==> config.mk <==
export PLATFORM = sky130hd
export DESIGN_NAME = conv_pe_lane
export DESIGN_NICKNAME = d
export VERILOG_FILES = /design/src/rtl/cnn_pkg.sv /design/src/rtl/conv_mac.sv /design/src/rtl/conv_pe_lane.sv
export SDC_FILE = /design/constraint.sdc
export NUM_CORES = 1
export LEC_CHECK = 0
export BUFFER_PORTS_ARGS = -buffer_cell sky130_fd_sc_hd__buf_4
export CAP_MARGIN = 10
export CORE_MARGIN = 3
export CORE_UTILIZATION = 43
export DETAILED_ROUTE_END_ITERATION = 16
export GPL_TIMING_DRIVEN = 1
export PLACE_DENSITY = 0.6
export SYNTH_ARGS = -nofsm -noshare
export SYNTH_HDL_FRONTEND = slang
export SYNTH_SLANG_ARGS = --single-unit
==> constraint.sdc <==
create_clock -name i_clk -period 10.04 [get_ports i_clk]
set_input_delay 2.51 -clock i_clk [delete_from_list [all_inputs] [get_ports i_clk]]
set_output_delay 2.51 -clock i_clk [all_outputs]
set_load 0.05 [all_outputs]
==> src/rtl/cnn_pkg.sv <==
// cnn_pkg: shared types and helpers for the CNN datapath.
//   pe_state_t    - processing-element tile control states
//   DEF_*         - default width constants
//   requant()     - saturating or truncating reduction to a narrower signed width
package cnn_pkg;

    localparam int unsigned DEF_DATA_W = 8;
    localparam int unsigned DEF_TAPS   = 16;
    localparam int unsigned DEF_ACC_W  = 24;
    localparam int unsigned DEF_PACK   = 4;
    localparam int unsigned DEF_ADDR_W = 8;
    localparam int unsigned DEF_CNT_W  = 10;

    typedef enum logic [1:0] {
        StIdle,
        StLoad,
        StCompute,
        StDrain
    } pe_state_t;

    // Reduce a sign-extended value to i_data_w bits. The result is returned sign-extended
    // to 64 bits; callers keep the low i_data_w bits.
    function automatic logic signed [63:0] requant(input logic signed [63:0] i_val,
                                                   input int unsigned        i_data_w,
                                                   input logic               i_sat);
        logic signed [63:0] max_v;
        logic signed [63:0] min_v;
        logic signed [63:0] res;
        max_v = (64'sd1 <<< (i_data_w - 1)) - 64'sd1;
        min_v = -max_v - 64'sd1;
        if (i_sat) begin
            if (i_val > max_v) begin
                res = max_v;
            end else if (i_val < min_v) begin
                res = min_v;
            end else begin
                res = i_val;
            end
        end else begin
            // Two's-complement wrap: keep the low bits, re-extend their sign.
            res = (i_val <<< (64 - i_data_w)) >>> (64 - i_data_w);
        end
        return res;
    endfunction

endpackage

==> src/rtl/conv_mac.sv <==
// conv_mac: signed multiply-accumulate with clear-on-last and requantised output.
// Optional feature macro: PE_SATURATE_EN (saturate instead of truncate on requant).
// Ports:
//   i_clk, i_rst_n   clock, asynchronous active-low reset
//   i_en             a pixel handshake this cycle (accumulate)
//   i_last           this handshake is the window's last tap (clear accumulator)
//   i_pix, i_wgt     signed pixel and weight
//   i_shift          arithmetic right shift applied before requant
//   o_res            requantised (acc + product) >>> shift, valid when i_en && i_last
module conv_mac
    import cnn_pkg::*;
#(
    parameter int unsigned DATA_W  = DEF_DATA_W,
    parameter int unsigned ACC_W   = DEF_ACC_W,
    parameter int unsigned SHIFT_W = $clog2(DEF_ACC_W)
) (
    input  logic              i_clk,
    input  logic              i_rst_n,
    input  logic              i_en,
    input  logic              i_last,
    input  logic [DATA_W-1:0] i_pix,
    input  logic [DATA_W-1:0] i_wgt,
    input  logic [SHIFT_W-1:0] i_shift,
    output logic [DATA_W-1:0] o_res
);

`ifdef PE_SATURATE_EN
    localparam logic SAT = 1'b1;
`else
    localparam logic SAT = 1'b0;
`endif

    logic        [2*DATA_W-1:0] w_pix_ext;
    logic        [2*DATA_W-1:0] w_wgt_ext;
    logic        [2*DATA_W-1:0] w_prod;
    logic signed [ACC_W-1:0]    w_prod_ext;
    logic signed [ACC_W-1:0]    w_sum;
    logic signed [ACC_W-1:0]    w_shifted;
    logic signed [63:0]         w_wide;
    logic signed [ACC_W-1:0]    r_acc;

    // Low 2*DATA_W bits of the product of sign-extended operands equal the signed product.
    assign w_pix_ext  = {{DATA_W{i_pix[DATA_W-1]}}, i_pix};
    assign w_wgt_ext  = {{DATA_W{i_wgt[DATA_W-1]}}, i_wgt};
    assign w_prod     = w_pix_ext * w_wgt_ext;
    assign w_prod_ext = {{(ACC_W-2*DATA_W){w_prod[2*DATA_W-1]}}, w_prod};
    assign w_sum      = r_acc + w_prod_ext;
    assign w_shifted  = w_sum >>> i_shift;
    assign w_wide     = {{(64-ACC_W){w_shifted[ACC_W-1]}}, w_shifted};
    assign o_res      = DATA_W'(requant(w_wide, DATA_W, SAT));

    always_ff @(posedge i_clk or negedge i_rst_n) begin
        if (!i_rst_n) begin
            r_acc <= '0;
        end else if (i_en) begin
            r_acc <= i_last ? '0 : w_sum;
        end
    end

endmodule

==> src/rtl/conv_pe_lane.sv <==
// conv_pe_lane: parametrised convolution PE. Loads a TAPS-weight filter, accumulates one
// output per TAPS pixels, requantises by a runtime shift and packs PACK results per
// output-memory word. Owns the tile FSM (IDLE -> LOAD -> COMPUTE -> DRAIN).
// Optional feature macro: PE_SATURATE_EN (clamp results instead of wrapping).
// Ports:
//   i_clk, i_rst_n                      clock, asynchronous active-low reset
//   i_start, i_keep_filter              tile start; reuse stored filter when keep is set
//   i_num_windows, i_base_addr, i_out_shift   tile parameters sampled with start
//   i_filt_valid/o_filt_ready/i_filt_data     filter stream, tap 0 first
//   i_pix_valid/o_pix_ready/i_pix_data        pixel stream
//   o_wr_en, o_wr_addr, o_wr_data       registered output-memory write, lane 0 in LSBs
//   o_busy, o_done                      state != IDLE; one-cycle tile-complete pulse
module conv_pe_lane
    import cnn_pkg::*;
#(
    parameter int unsigned DATA_W = DEF_DATA_W,
    parameter int unsigned TAPS   = DEF_TAPS,
    parameter int unsigned ACC_W  = DEF_ACC_W,
    parameter int unsigned PACK   = DEF_PACK,
    parameter int unsigned ADDR_W = DEF_ADDR_W,
    parameter int unsigned CNT_W  = DEF_CNT_W
) (
    input  logic                       i_clk,
    input  logic                       i_rst_n,
    input  logic                       i_start,
    input  logic                       i_keep_filter,
    input  logic [CNT_W-1:0]           i_num_windows,
    input  logic [ADDR_W-1:0]          i_base_addr,
    input  logic [$clog2(ACC_W)-1:0]   i_out_shift,
    input  logic                       i_filt_valid,
    output logic                       o_filt_ready,
    input  logic [DATA_W-1:0]          i_filt_data,
    input  logic                       i_pix_valid,
    output logic                       o_pix_ready,
    input  logic [DATA_W-1:0]          i_pix_data,
    output logic                       o_wr_en,
    output logic [ADDR_W-1:0]          o_wr_addr,
    output logic [PACK*DATA_W-1:0]     o_wr_data,
    output logic                       o_busy,
    output logic                       o_done
);

    localparam int unsigned SHIFT_W = $clog2(ACC_W);
    localparam int unsigned TAP_W   = $clog2(TAPS);
    localparam int unsigned LANE_W  = (PACK > 1) ? $clog2(PACK) : 1;

    if (TAPS < 2 || ACC_W < 2 * DATA_W + $clog2(TAPS) || ACC_W > 63) begin : g_param_chk
        $error("conv_pe_lane: TAPS must be >= 2 and ACC_W in [2*DATA_W+clog2(TAPS), 63]");
    end

    pe_state_t               r_state;
    logic [TAP_W-1:0]        r_tap_idx;
    logic [CNT_W-1:0]        r_win_cnt;
    logic [CNT_W-1:0]        r_num_win;
    logic [ADDR_W-1:0]       r_base;
    logic [ADDR_W-1:0]       r_word_idx;
    logic [SHIFT_W-1:0]      r_shift;
    logic [LANE_W-1:0]       r_lane_idx;
    logic [PACK*DATA_W-1:0]  r_lanes;
    logic [DATA_W-1:0]       r_weights [TAPS];
    logic                    r_wr_en;
    logic [ADDR_W-1:0]       r_wr_addr;
    logic [PACK*DATA_W-1:0]  r_wr_data;
    logic                    r_done;

    logic                    w_pix_hs;
    logic                    w_tap_last;
    logic                    w_lane_last;
    logic                    w_win_last;
    logic [DATA_W-1:0]       w_res;
    logic [PACK*DATA_W-1:0]  w_word;

    assign o_filt_ready = (r_state == StLoad);
    assign o_pix_ready  = (r_state == StCompute);
    assign o_busy       = (r_state != StIdle);
    assign o_done       = r_done;
    assign o_wr_en      = r_wr_en;
    assign o_wr_addr    = r_wr_addr;
    assign o_wr_data    = r_wr_data;

    assign w_pix_hs    = o_pix_ready && i_pix_valid;
    assign w_tap_last  = (r_tap_idx == TAP_W'(TAPS - 1));
    assign w_lane_last = (r_lane_idx == LANE_W'(PACK - 1));
    assign w_win_last  = ((r_win_cnt + CNT_W'(1)) == r_num_win);

    conv_mac #(
        .DATA_W  (DATA_W),
        .ACC_W   (ACC_W),
        .SHIFT_W (SHIFT_W)
    ) u_mac (
        .i_clk   (i_clk),
        .i_rst_n (i_rst_n),
        .i_en    (w_pix_hs),
        .i_last  (w_tap_last),
        .i_pix   (i_pix_data),
        .i_wgt   (r_weights[r_tap_idx]),
        .i_shift (r_shift),
        .o_res   (w_res)
    );

    // Current lanes with this window's result dropped into the active lane.
    always_comb begin
        w_word = r_lanes;
        w_word[r_lane_idx*DATA_W +: DATA_W] = w_res;
    end

    always_ff @(posedge i_clk or negedge i_rst_n) begin
        if (!i_rst_n) begin
            r_state    <= StIdle;
            r_tap_idx  <= '0;
            r_win_cnt  <= '0;
            r_num_win  <= '0;
            r_base     <= '0;
            r_word_idx <= '0;
            r_shift    <= '0;
            r_lane_idx <= '0;
            r_lanes    <= '0;
            r_wr_en    <= 1'b0;
            r_wr_addr  <= '0;
            r_wr_data  <= '0;
            r_done     <= 1'b0;
            for (int i = 0; i < int'(TAPS); i++) begin
                r_weights[i] <= '0;
            end
        end else begin
            r_wr_en <= 1'b0;
            r_done  <= 1'b0;
            unique case (r_state)
                StIdle: begin
                    if (i_start) begin
                        r_num_win  <= i_num_windows;
                        r_base     <= i_base_addr;
                        r_shift    <= i_out_shift;
                        r_tap_idx  <= '0;
                        r_win_cnt  <= '0;
                        r_word_idx <= '0;
                        r_lane_idx <= '0;
                        r_lanes    <= '0;
                        // An empty tile completes immediately without touching memory.
                        if (i_num_windows == '0) begin
                            r_done <= 1'b1;
                        end else if (i_keep_filter) begin
                            r_state <= StCompute;
                        end else begin
                            r_state <= StLoad;
                        end
                    end
                end
                StLoad: begin
                    if (i_filt_valid) begin
                        r_weights[r_tap_idx] <= i_filt_data;
                        if (w_tap_last) begin
                            r_tap_idx <= '0;
                            r_state   <= StCompute;
                        end else begin
                            r_tap_idx <= r_tap_idx + TAP_W'(1);
                        end
                    end
                end
                StCompute: begin
                    if (i_pix_valid) begin
                        if (w_tap_last) begin
                            r_tap_idx <= '0;
                            r_win_cnt <= r_win_cnt + CNT_W'(1);
                            if (w_lane_last || w_win_last) begin
                                r_wr_en    <= 1'b1;
                                r_wr_addr  <= r_base + r_word_idx;
                                r_wr_data  <= w_word;
                                r_word_idx <= r_word_idx + ADDR_W'(1);
                                r_lanes    <= '0;
                                r_lane_idx <= '0;
                            end else begin
                                r_lanes    <= w_word;
                                r_lane_idx <= r_lane_idx + LANE_W'(1);
                            end
                            // done is raised with the final write so both land in DRAIN.
                            if (w_win_last) begin
                                r_state <= StDrain;
                                r_done  <= 1'b1;
                            end
                        end else begin
                            r_tap_idx <= r_tap_idx + TAP_W'(1);
                        end
                    end
                end
                StDrain: begin
                    r_state <= StIdle;
                end
                default: begin
                    r_state <= StIdle;
                end
            endcase
        end
    end

endmodule

### Word-level counts from Yosys, hierarchy flattened

Cells that the tools add are included.

* bits in latches: 0
* memories: 0
* output and inout bits: 45
* ROM bits: 0
* word-level logic and storage cells: 124
* flip-flop bits (word level): 275
* bits in writable memories: 0
* bits of input ports: 45

* bitwise logic cells: 1
* $mul: 1
* div/mod/pow operators: 0
* equality and inequality tests: 14
* order comparisons: 2
* shift-type cells: 3
* $add $sub $neg: 7
* reduce and logical (&&, ||, !) cells: 15
* mux-type cells: 51

Operators by type and width (number)
* bitwise mux 128 bit: 1
* 2-to-1 mux 32 bit: 4
* one-hot mux 32 bit (2 select lines): 1
* 2-to-1 mux 8 bit: 7
* negation 5 -> 34 bit: 1
* variable shift 8 x 34 -> 32 bit, first input constant: 1
* variable part select 8 x 34 -> 32 bit: 1
* binary-select mux 8 bit (select 4 bit): 1
* bitwise mux 32 bit: 1
* demux 8 bit (select 4 bit): 1
* 2-to-1 mux 10 bit: 3
* adder 24 x 16 -> 24 bit: 1
* 2-to-1 mux 2 bit: 12
* 2-to-1 mux 24 bit: 1
* >>> shifter 24 x 5 -> 8 bit: 1
* one-hot mux 10 bit (2 select lines): 1
* multiplier 8 x 8 -> 16 bit: 1
* 2-to-1 mux 4 bit: 4
* one-hot mux 8 bit (2 select lines): 1
* one-hot mux 4 bit (3 select lines): 1
* AND reduction 4 bit: 3
* adder 10 x 1 -> 10 bit, second input constant: 1
* equality test 10 bit: 1
* logical NOT 10 bit: 1
* other kinds (24): 43

### Depth between registers and ports, before layout

Gate-level depths: netlist of the first run.

* word-level depth: 13
* gate-level depth with buffers: 27
* mapped depth without buffers: 24

### By module

A second synthesis of the first run with hierarchy kept.

* cells, all modules: 1606
* area total of the unflattened synthesis: 18383.9 µm²

By module, submodules not included
* conv_pe_lane: cells each 921, times used 1, area each 12041.5 µm², sequential area each 6281.0 µm²
* conv_mac: cells each 685, times used 1, area each 6342.3 µm², sequential area each 600.6 µm²

### Worst setup path before layout of the first run

OpenSTA, ideal clock, no wires.

* path kind: input to register
* start: input i_pix_data[7]
* end: register r_wr_data[24], in the netlist o_wr_data[24]
* data arrival time: 8.285 ns
* required time: 9.914 ns
* buffers on the path: 1
* cell stages on the path: 20
* path slack: 1.629 ns
* setup time: 0.126 ns
* cell sequence: and2_1 > inv_1 > fa_1 > inv_1 > fa_1 > fa_1 > fa_1 > fa_1 > ha_1 > buf_6 > a21oi_4 > nand2_4 > or3_4 > a2111oi_4 > a311oi_2 > o31a_1 > o221ai_2 > a221oi_2 > a221o_2 > a221o_1

* longest elaborated chain between the ends: 5

Ends and longest elaborated chain
* from (decl): RTL line conv_pe_lane.sv:35 `input logic [DATA_W-1:0] i_pix_data,`
* multiplier 8 x 8 -> 16 bit: RTL line conv_mac.sv:45 `assign w_prod = w_pix_ext * w_wgt_ext;`
* adder 24 x 16 -> 24 bit: RTL line conv_mac.sv:47 `assign w_sum = r_acc + w_prod_ext;`
* >>> shifter 24 x 5 -> 8 bit: RTL line conv_mac.sv:48 `assign w_shifted = w_sum >>> i_shift;`
* variable part select 8 x 34 -> 32 bit: RTL line conv_pe_lane.sv:104 `w_word[r_lane_idx*DATA_W +: DATA_W] = w_res;`
* bitwise mux 32 bit: RTL line conv_pe_lane.sv:104
* to (signal assigned): RTL line conv_pe_lane.sv:168 `r_wr_data <= w_word;`
* to (decl): RTL line conv_pe_lane.sv:63 `logic [PACK*DATA_W-1:0] r_wr_data;`

No other way between the ends.
A chain may end at the register's enable or synchronous reset.

### Worst setup path in the final report of the first run

* start: input i_pix_data[7]
* end: register r_lanes[27]

* longest elaborated chain between the ends: 9

Ends and longest elaborated chain
* multiplier 8 x 8 -> 16 bit: RTL line conv_mac.sv:45
* adder 24 x 16 -> 24 bit: RTL line conv_mac.sv:47
* >>> shifter 24 x 5 -> 8 bit: RTL line conv_mac.sv:48
* variable part select 8 x 34 -> 32 bit: RTL line conv_pe_lane.sv:104
* bitwise mux 32 bit: RTL line conv_pe_lane.sv:104
* 2-to-1 mux 32 bit: RTL line conv_pe_lane.sv:165 `if (w_lane_last || w_win_last) begin`
* 2-to-1 mux 32 bit: RTL line conv_pe_lane.sv:162 `if (w_tap_last) begin`
* 2-to-1 mux 32 bit: RTL line conv_pe_lane.sv:161 `if (i_pix_valid) begin`
* one-hot mux 32 bit (2 select lines): RTL line conv_pe_lane.sv:128 `unique case (r_state)`
* to (signal assigned): RTL line conv_pe_lane.sv:173 `r_lanes <= w_word;`
* to (decl): RTL line conv_pe_lane.sv:59 `logic [PACK*DATA_W-1:0] r_lanes;`

No other way between the ends. The select of a mux whose other input is x is not followed.

==> metrics.yaml, run 1 <==
status: "completed"
relSlewSlack_pct: 26.2
postRouteAntennaNets: 0
r2r-end: "r_lanes[7]$_DFFE_PN0P_"
grt_max_degree: 80
cts-hold-fix-buffers: 0
cts.reportedPaths.clkPinSlew_ns: 0.06
final.setup_skew_ns: 0.00960
postCtsSetupBuffers: 0
vias: 13000
ys_types: 98
die_w_um: 215
cts-root-buf: "clkbuf_16"
routed_wl_um: 44800
h-tree-depth: 1
final_nets: 1965
hpwl_um: 32900
final-max-slew-violation-count: 0
tightest_slew_ns: 1.11
yosysWarnings: 0
syn_area_sq_um: 18700
drt_iter0_drc: 715
cpMostUsedCell: "fa_1"
period_needed_ns: 8.80
endpoint: "r_lanes[27]$_DFFE_PN0P_"
synthFlopType: "dfrtp_1"
initial_core_util_pct: 44.0
rr_startpoint: "r_tap_idx[1]$_DFFE_PN0P_"
gr-total-overflow: 0
cts_tree: "built"
gp_congestion: 0.891
die_y_um: 215
setup_viol: 0
max_stage_delay_ns: 0.86
ys_seq_elements: 275
drv_cap: 0
synth_fp_nets: 1908
grt.total_usage_pct: 19.7
fmax_mhz: 114
syn_inst: 1681
core_sq_um: 42500
totalNegativeSetupSlack_ns: 0
clock-sinks: 275
worstPathRequired_ns: 10.46
io_pins: 90
grt_pass1_wl_um: 74800
path_cells: "buf_4 -> and2_1 -> fa_1 -> fa_1 -> fa_1 -> fa_1 -> ha_1 -> ha_1 -> a21oi_2 -> nand2_4 -> or3_4 -> a211oi_2 -> nor3_1 -> a211oi_1 -> a211oi_1 -> a211o_1 -> o21ai_1 -> o21ai_0"
area_growth_pct: 10.9
critPathKind: "in -> reg"
rows: 75
dieArea_sq_um: 46100
startpoint: "i_pix_data[7]"
regToRegSetupSlack_ns: 1.41
first_pass_iters: 5
drive_gt1_share_pct: 23.4
rsz0062_at_grt: "false"
antenna_cells: 0
start_kind: "primary input"
postCtsResizedCells: 0
synth_edf_count: 0
arrival_ns: 9.21
grt_antenna_before_repair: 0
cts-buffers-inserted: 31
remaining_drc_errors: 0
crit_slowest_cell: "and2_1"
holdCritPathClass: "reg -> reg"
first_global_vias: 13700
synth_async_sr_flop_share_pct: 100
seq_area_frac_synth_pct: 36.8
finalHoldViolCount: 0
end_kind: "register"
period_share_pct: 87.6
wl_per_cell_um: 19.2
rr_worst_depth: 21
clock_latency_ns: 0.57
synth.avg_cell_area_sq_um: 11.1
io_buffer_count: 89
cp_max_fo: 16
vias_per_cell: 5.56
clk_path_buf_depth: 3
how the worst min path moves through the flow:
| stage | from | to | slack [ns] | cells past startpoint |
|---|---|---|---|---|
| after floorplan | r_lanes[11]$_DFFE_PN0P_ | r_lanes[11]$_DFFE_PN0P_ | 0.44 | 2 |
| after global placement | r_lanes[4]$_DFFE_PN0P_ | r_lanes[4]$_DFFE_PN0P_ | 0.46 | 2 |
| after detailed placement | r_lanes[4]$_DFFE_PN0P_ | r_lanes[4]$_DFFE_PN0P_ | 0.46 | 2 |
| after CTS | r_lanes[4]$_DFFE_PN0P_ | r_lanes[4]$_DFFE_PN0P_ | 0.48 | 2 |
| after global routing | r_lanes[12]$_DFFE_PN0P_ | r_lanes[12]$_DFFE_PN0P_ | 0.50 | 2 |
| final | r_lanes[11]$_DFFE_PN0P_ | r_lanes[11]$_DFFE_PN0P_ | 0.48 | 2 |
placed cells by master (no fill, tap or decap), types with 14 or more instances in the layout:
master and n:
xor2_1 17, nor3b_1 23, and2_1 47, dfrtp_1 273, mux4_2 41, o21ai_0 79
a22o_1 26, nand3_1 39, a211oi_1 17, ha_1 77, xnor2_1 26, buf_4 103
mux2_2 160, inv_1 121, fa_1 105, nor2_1 110, a21oi_1 54, nand2b_1 21
mux2i_1 14, clkbuf_16 31, nand2_1 116
worst max-delay path: cells and delay by family:
kind                     cells  cell delay (ns)
adder cells (fa/ha/maj)      6             2.83
AND/OR/NAND/NOR              4             1.50
AO/OA/AOI/OAI                7             2.24
buffers and inverters        1             0.11
synth_stat cells, types with 26 or more instances:
master | instances | area (sq um)
and2_1 | 47 | 294
a21oi_1 | 54 | 270
a22o_1 | 26 | 228
nor2_1 | 111 | 417
o21ai_0 | 79 | 395
mux4_2 | 41 | 923
xnor2_1 | 26 | 228
clkbuf_1 | 53 | 199
nand2_1 | 116 | 435
dfrtp_1 | 275 | 6880
mux2_2 | 160 | 1800
fa_1 | 105 | 2100
ha_1 | 77 | 963
inv_1 | 121 | 454
nand3_1 | 39 | 195
metrics by stage:
stage                     hold WS [ns]  setup slack, ns  utilization, %  std cells  instance area, sq um
after floorplan                  0.442             1.63               -       1681                 18700
after CTS                        0.477             1.28            48.8       2338                 20700
after global placement           0.458            0.675            46.5       2282                 19800
after global routing             0.503            0.814            48.8       2338                 20700
after detailed placement         0.463            0.696            46.5       2282                 19800
final                            0.478             1.24            48.8       2338                 20700
final cells by class:
cell class,instances,area (sq um)
multi-input combinational,1200,10900
tap,577,722
clock inverter,13,105
inverter,125,469
fill,3918,21800
timing repair buffer,105,808
sequential,275,6880
clock buffer,43,881
per-layer routing:
metal	track usage (%)	part of all wire (%)
met5	0	0
met4	5.19	2.4
met3	2.85	4.2
met2	32.2	47
met1	27.8	46
registers in the layout, indices dropped and copies added (netlist names), 4 cells and up:
signal	flops
r_weights	128
u_mac.r_acc	24
r_shift	5
r_word_idx	8
r_lanes	32
r_num_win	10
r_win_cnt	10
r_tap_idx	4
o_wr_data	32
r_base	8
o_wr_addr	8
logic make-up after synthesis:
family                     share of synthesized area (%)
adders and majority gates                           16.4
xor gates and xnor gates                            2.10
and+or+nand+nor                                     11.8
muxes                                               15.3
DFF                                                 36.8
AOI/OAI and AO/OA                                   12.4
buffers and inverters                               5.16
Power of run 1 is left out: the tool's default activity adds up to more than one toggle a clock period on the data nets, which glitch-free logic cannot reach.
==> inputs of run 2 (changes only) <==
- ABC_AREA: unset -> 1
==> metrics.yaml, run 2 <==
status: "completed"
first_global_vias: 15100
drv_cap: 0
synthFlopType: "dfrtp_1"
gp_congestion: 0.917
totalNegativeSetupSlack_ns: 0
vias_per_cell: 5.25
rows: 74
final_cell_mix: "696 x nand2_1, 274 x dfrtp_1, 252 x inv_1, 243 x o21ai_0, 176 x nor2_1"
grt.total_usage_pct: 21.7
start_kind: "register"
synth_edf_count: 0
routed_wl_um: 47800
worst_hold_slack_ns: 0.479
cts-buffers-inserted: 31
cts_tree: "built"
drt_iter0_drc: 1184
core_sq_um: 41300
top_register: "r_weights"
io_pins: 90
final-max-slew-violation-count: 0
grt_max_degree: 170
final_common_cell: "nand2_1"
grt_antenna_before_repair: 2
remaining_drc_errors: 0
dieArea_sq_um: 44700
period_share_pct: 80.8
die_w_um: 211
end_kind: "register"
arrival_ns: 8.62
synth_fp_nets: 2519
synth_top_area_cell: "dfrtp_1"
cpMostUsedCell: "nand2_1"
clk_path_buf_depth: 3
cp_max_fo: 39
initial_core_util_pct: 44.0
postRouteAntennaNets: 0
yosysWarnings: 0
fillerInstances: 4046
synth_commonest_cells: "696 x nand2_1, 275 x dfrtp_1, 253 x inv_1"
critPathKind: "reg -> reg"
period_needed_ns: 8.11
wl_per_cell_um: 16.5
gr-total-overflow: 0
holdCritPathClass: "reg -> reg"
setup_viol: 0
multiInputGateArea_sq_um: 9920
syn_area_sq_um: 18200
postCtsResizedCells: 0
ys_types: 43
ys_top_cells_by_area: "dfrtp_1 38%, nand2_1 14%, fa_1 12%"
grt_pass1_wl_um: 79300
cts.reportedPaths.clkPinSlew_ns: 0.06
hpwl_um: 34500
first_pass_iters: 5
ys_seq_elements: 275
die_y_um: 211
vias: 15200
worstPathRequired_ns: 10.55
crit_slowest_cell: "dfrtp_2"
clock-sinks: 275
yosysMostFrequentCell: "nand2_1"
final_nets: 2564
synth_async_sr_flop_share_pct: 100
critPathTopFamily: "adder cells"
yosysTopAreaCellShare_pct: 37.9
crit_buf_inv: 5
area_growth_pct: 11.9
antenna_cells: 0
tightest_slew_ns: 1.05
seq_area_frac_synth_pct: 37.9
regArea_sq_um: 6880
postCtsSetupBuffers: 0
final.setup_skew_ns: 0.0217
finalHoldViolCount: 0
largest_register_ffs: 128
max_stage_delay_ns: 0.72
cts-hold-fix-buffers: 0
clock_latency_ns: 0.58
rsz0062_at_grt: "false"
synth.avg_cell_area_sq_um: 7.92
drive_gt1_share_pct: 8.26
cts-root-buf: "clkbuf_16"
dpl_cell_area_sq_um: 19200
fmax_mhz: 123
relSlewSlack_pct: 30.0
syn_inst: 2292
stdcell_area_sq_um: 20300
h-tree-depth: 1
io_buffer_count: 89
==> run 2: cell types whose count changed after synthesis, sizes merged, moves of 23 or more <==
| cell | change |
|---|---|
| inv | +134 |
| nor2 | +70 |
| nor3b | -24 |
| a21oi | -23 |
| nand4 | +28 |
| o21ai | +163 |
| nand3 | +86 |
| a22o | -31 |
| o22ai | +43 |
| nand2 | +580 |
| mux4 | -41 |
| and2 | -45 |
| mux2 | -143 |
==> run 2: kinds of logic (layout without fill, tap and decap cells) <==
family,after synthesis,in the layout,synth area share (%)
fa+ha+maj,182,182,16.9
flops,275,275,37.9
compound gates,366,366,10.8
xor+xnor,28,28,1.35
buf+inv,349,418,7.46
simple gates,1073,1073,24.4
mux,19,19,1.16
==> run 2: final cells by class <==
type / instances / area share (%)
clock buffer: 44 / 4.55
clock inverter: 13 / 0.819
inverter: 262 / 4.84
multi-input combinational: 1668 / 48.9
sequential: 275 / 33.9
tap: 532 / 3.28
timing repair buffer: 99 / 3.76
==> run 2: path summary, 6_finish.rpt <==
path                                            start                          to  slack, ns  depth (start not counted)
hold reg to reg            r_weights[116]$_DFFE_PN0P_  r_weights[116]$_DFFE_PN0P_       0.48                          2
setup / recovery             r_tap_idx[0]$_DFFE_PN0P_     r_lanes[13]$_DFFE_PN0P_       1.93                         32
min in group asynchronous                     i_rst_n   r_weights[60]$_DFFE_PN0P_       1.97                          1
max in group asynchronous                     i_rst_n     r_lanes[18]$_DFFE_PN0P_       6.63                          2
hold / removal             r_weights[116]$_DFFE_PN0P_  r_weights[116]$_DFFE_PN0P_       0.48                          2
setup reg to reg             r_tap_idx[0]$_DFFE_PN0P_     r_lanes[13]$_DFFE_PN0P_       1.93                         32
==> run 2: worst reg2reg max path: cells and delay by family, from the launching register on <==
family | cells | cell delay (ns)
flops | 1 | 0.72
fa+ha+maj | 6 | 2.86
simple gates | 18 | 2.49
buf+inv | 5 | 1.15
compound gates | 3 | 0.82
==> run 2: through the flow <==
| step | setup WS (ns) | cells | util, % |
|---|---|---|---|
| 2_1_floorplan | 1.87 | 2292 | - |
| 3_3_place_gp | 1.53 | 2836 | 46.5 |
| 3_5_place_dp | 1.41 | 2836 | 46.5 |
| 4_1_cts | 1.90 | 2893 | 49.2 |
| 5_1_grt | 1.18 | 2893 | 49.2 |
| 6_report | 1.93 | 2893 | 49.2 |
==> run 2: metal layers <==
metal	wire length, um	vias up	track usage, %	share of wire [%]
met3	2690	54	3.42	5.6
met4	743	4	4.18	1.6
li1	-	7463	-	-
met2	21000	320	33.3	44
met1	23300	7336	32.8	49
met5	29	-	0	0.061
Power of run 2 is left out for the same reason.
==> inputs of run 3 (changes only) <==
- clock period: 10.04 -> 7.6 ns (I/O delays scaled with it)
==> metrics.yaml, run 3 (synthesis results as in run 2) <==
status: "completed"
cts-hold-fix-buffers: 0
relSlewSlack_pct: 31.7
wl_met3_um: 2670
rows: 74
period_share_pct: 93.2
clock_latency_ns: 0.58
met1Wirelength_um: 23400
largest_register_ffs: 128
gp_congestion: 0.857
top_register: "r_weights"
vias_per_cell: 5.29
initial_core_util_pct: 44.0
first_pass_iters: 6
worstPathRequired_ns: 8.04
wl_met2_um: 21300
tightest_slew_ns: 1.03
wl_per_cell_um: 16.6
start_kind: "register"
area_growth_pct: 12.4
die_w_um: 211
routed_wl_um: 48300
fmax_mhz: 141
setup_viol: 0
io_pins: 90
remaining_drc_errors: 0
clock-sinks: 275
grt_pass1_wl_um: 81000
max_stage_delay_ns: 0.58
drt_iter0_drc: 1144
die_y_um: 211
grt_max_degree: 119
final.setup_skew_ns: 0.0334
totalNegativeSetupSlack_ns: 0
cts-buffers-inserted: 30
cts_tree: "built"
io_buffer_count: 89
final_nets: 2590
rr_worst_depth: 35
cpMostUsedCell: "nand2_1"
clk_path_buf_depth: 3
holdCritPathClass: "reg -> reg"
h-tree-depth: 1
end_kind: "register"
cp_max_fo: 43
cts.reportedPaths.clkPinSlew_ns: 0.06
top_layer: "met5"
first_global_vias: 15300
period_needed_ns: 7.09
final-max-slew-violation-count: 0
crit_slowest_cell: "fa_1"
hpwl_um: 35300
postRouteAntennaNets: 0
grt_antenna_before_repair: 1
antenna_cells: 0
dieArea_sq_um: 44700
final_common_cell: "nand2_1"
cts-root-buf: "clkbuf_16"
drv_cap: 0
rsz0062_at_grt: "false"
drive_gt1_share_pct: 9.27
finalHoldViolCount: 0
gr-total-overflow: 0
hold_depth: 2
critPathKind: "reg -> reg"
arrival_ns: 7.53
final_cell_mix: "696 x nand2_1, 274 x dfrtp_1, 249 x inv_1, 243 x o21ai_0, 175 x nor2_1"
vias: 15400
core_sq_um: 41300
grt.total_usage_pct: 22.2
[run 3: changes by cell type in the layout (fill, tap and decap cells not counted), sizes merged]
cell,previous run,this run
buf,99,126
inv,257,254
bufinv,3,1
clkinv,15,17
clkbuf,44,43
clkinvlp,0,1
[run 3: worst paths after layout]
path	start	to	slack [ns]
max	r_tap_idx[0]$_DFFE_PN0P_	r_lanes[0]$_DFFE_PN0P_	0.51
max in group asynchronous	i_rst_n	r_tap_idx[0]$_DFFE_PN0P_	4.63
min in group asynchronous	i_rst_n	r_weights[41]$_DFFE_PN0P_	1.36
max reg2reg	r_tap_idx[0]$_DFFE_PN0P_	r_lanes[0]$_DFFE_PN0P_	0.51
min reg2reg	r_weights[41]$_DFFE_PN0P_	r_weights[41]$_DFFE_PN0P_	0.48
min	r_weights[41]$_DFFE_PN0P_	r_weights[41]$_DFFE_PN0P_	0.48
[run 3: worst max-delay path: cells and delay by family, from the launching register on]
| family | cells | cell delay, ns |
|---|---|---|
| adder cells (fa/ha/maj) | 6 | 2.86 |
| flip-flops | 1 | 0.42 |
| AO/OA/AOI/OAI | 4 | 0.62 |
| AND/OR/NAND/NOR | 19 | 2.31 |
| buffers and inverters | 6 | 0.69 |
[run 3: layout make-up]
class,instances,area [sq um]
Clock inverter,11,91.3
Tap cell,532,666
Fill cell,4061,20900
Multi-Input combinational cell,1668,9920
Inverter,262,987
Sequential cell,275,6880
Clock buffer,43,880
Timing Repair Buffer,126,977
[run 3: timing repair]
action,in CTS,in global routing
gates resized for setup,0,7
setup buffers,0,2
endpoints found under the setup margin,0,64
[run 3: through the flow]
| stage | hold WS [ns] | instances | util [%] | setup WS (ns) | area, sq um |
|---|---|---|---|---|---|
| 5_1_grt | 0.499 | 2917 | 49.4 | 0.00144 | 20400 |
| 6_report | 0.478 | 2917 | 49.4 | 0.513 | 20400 |
| 2_1_floorplan | 0.448 | 2292 | - | 0.0408 | 18200 |
| 3_3_place_gp | 0.460 | 2861 | 47.0 | 0.101 | 19400 |
| 3_5_place_dp | 0.465 | 2861 | 47.0 | 0.0622 | 19400 |
| 4_1_cts | 0.482 | 2915 | 49.3 | 0.420 | 20400 |
[run 3: per-layer routing]
layer,vias up,track usage (%)
met5,-,0
met3,64,3.25
li1,7495,-
met2,376,34.1
met4,2,5.06
met1,7495,33.5
Power of run 3 is left out for the same reason.
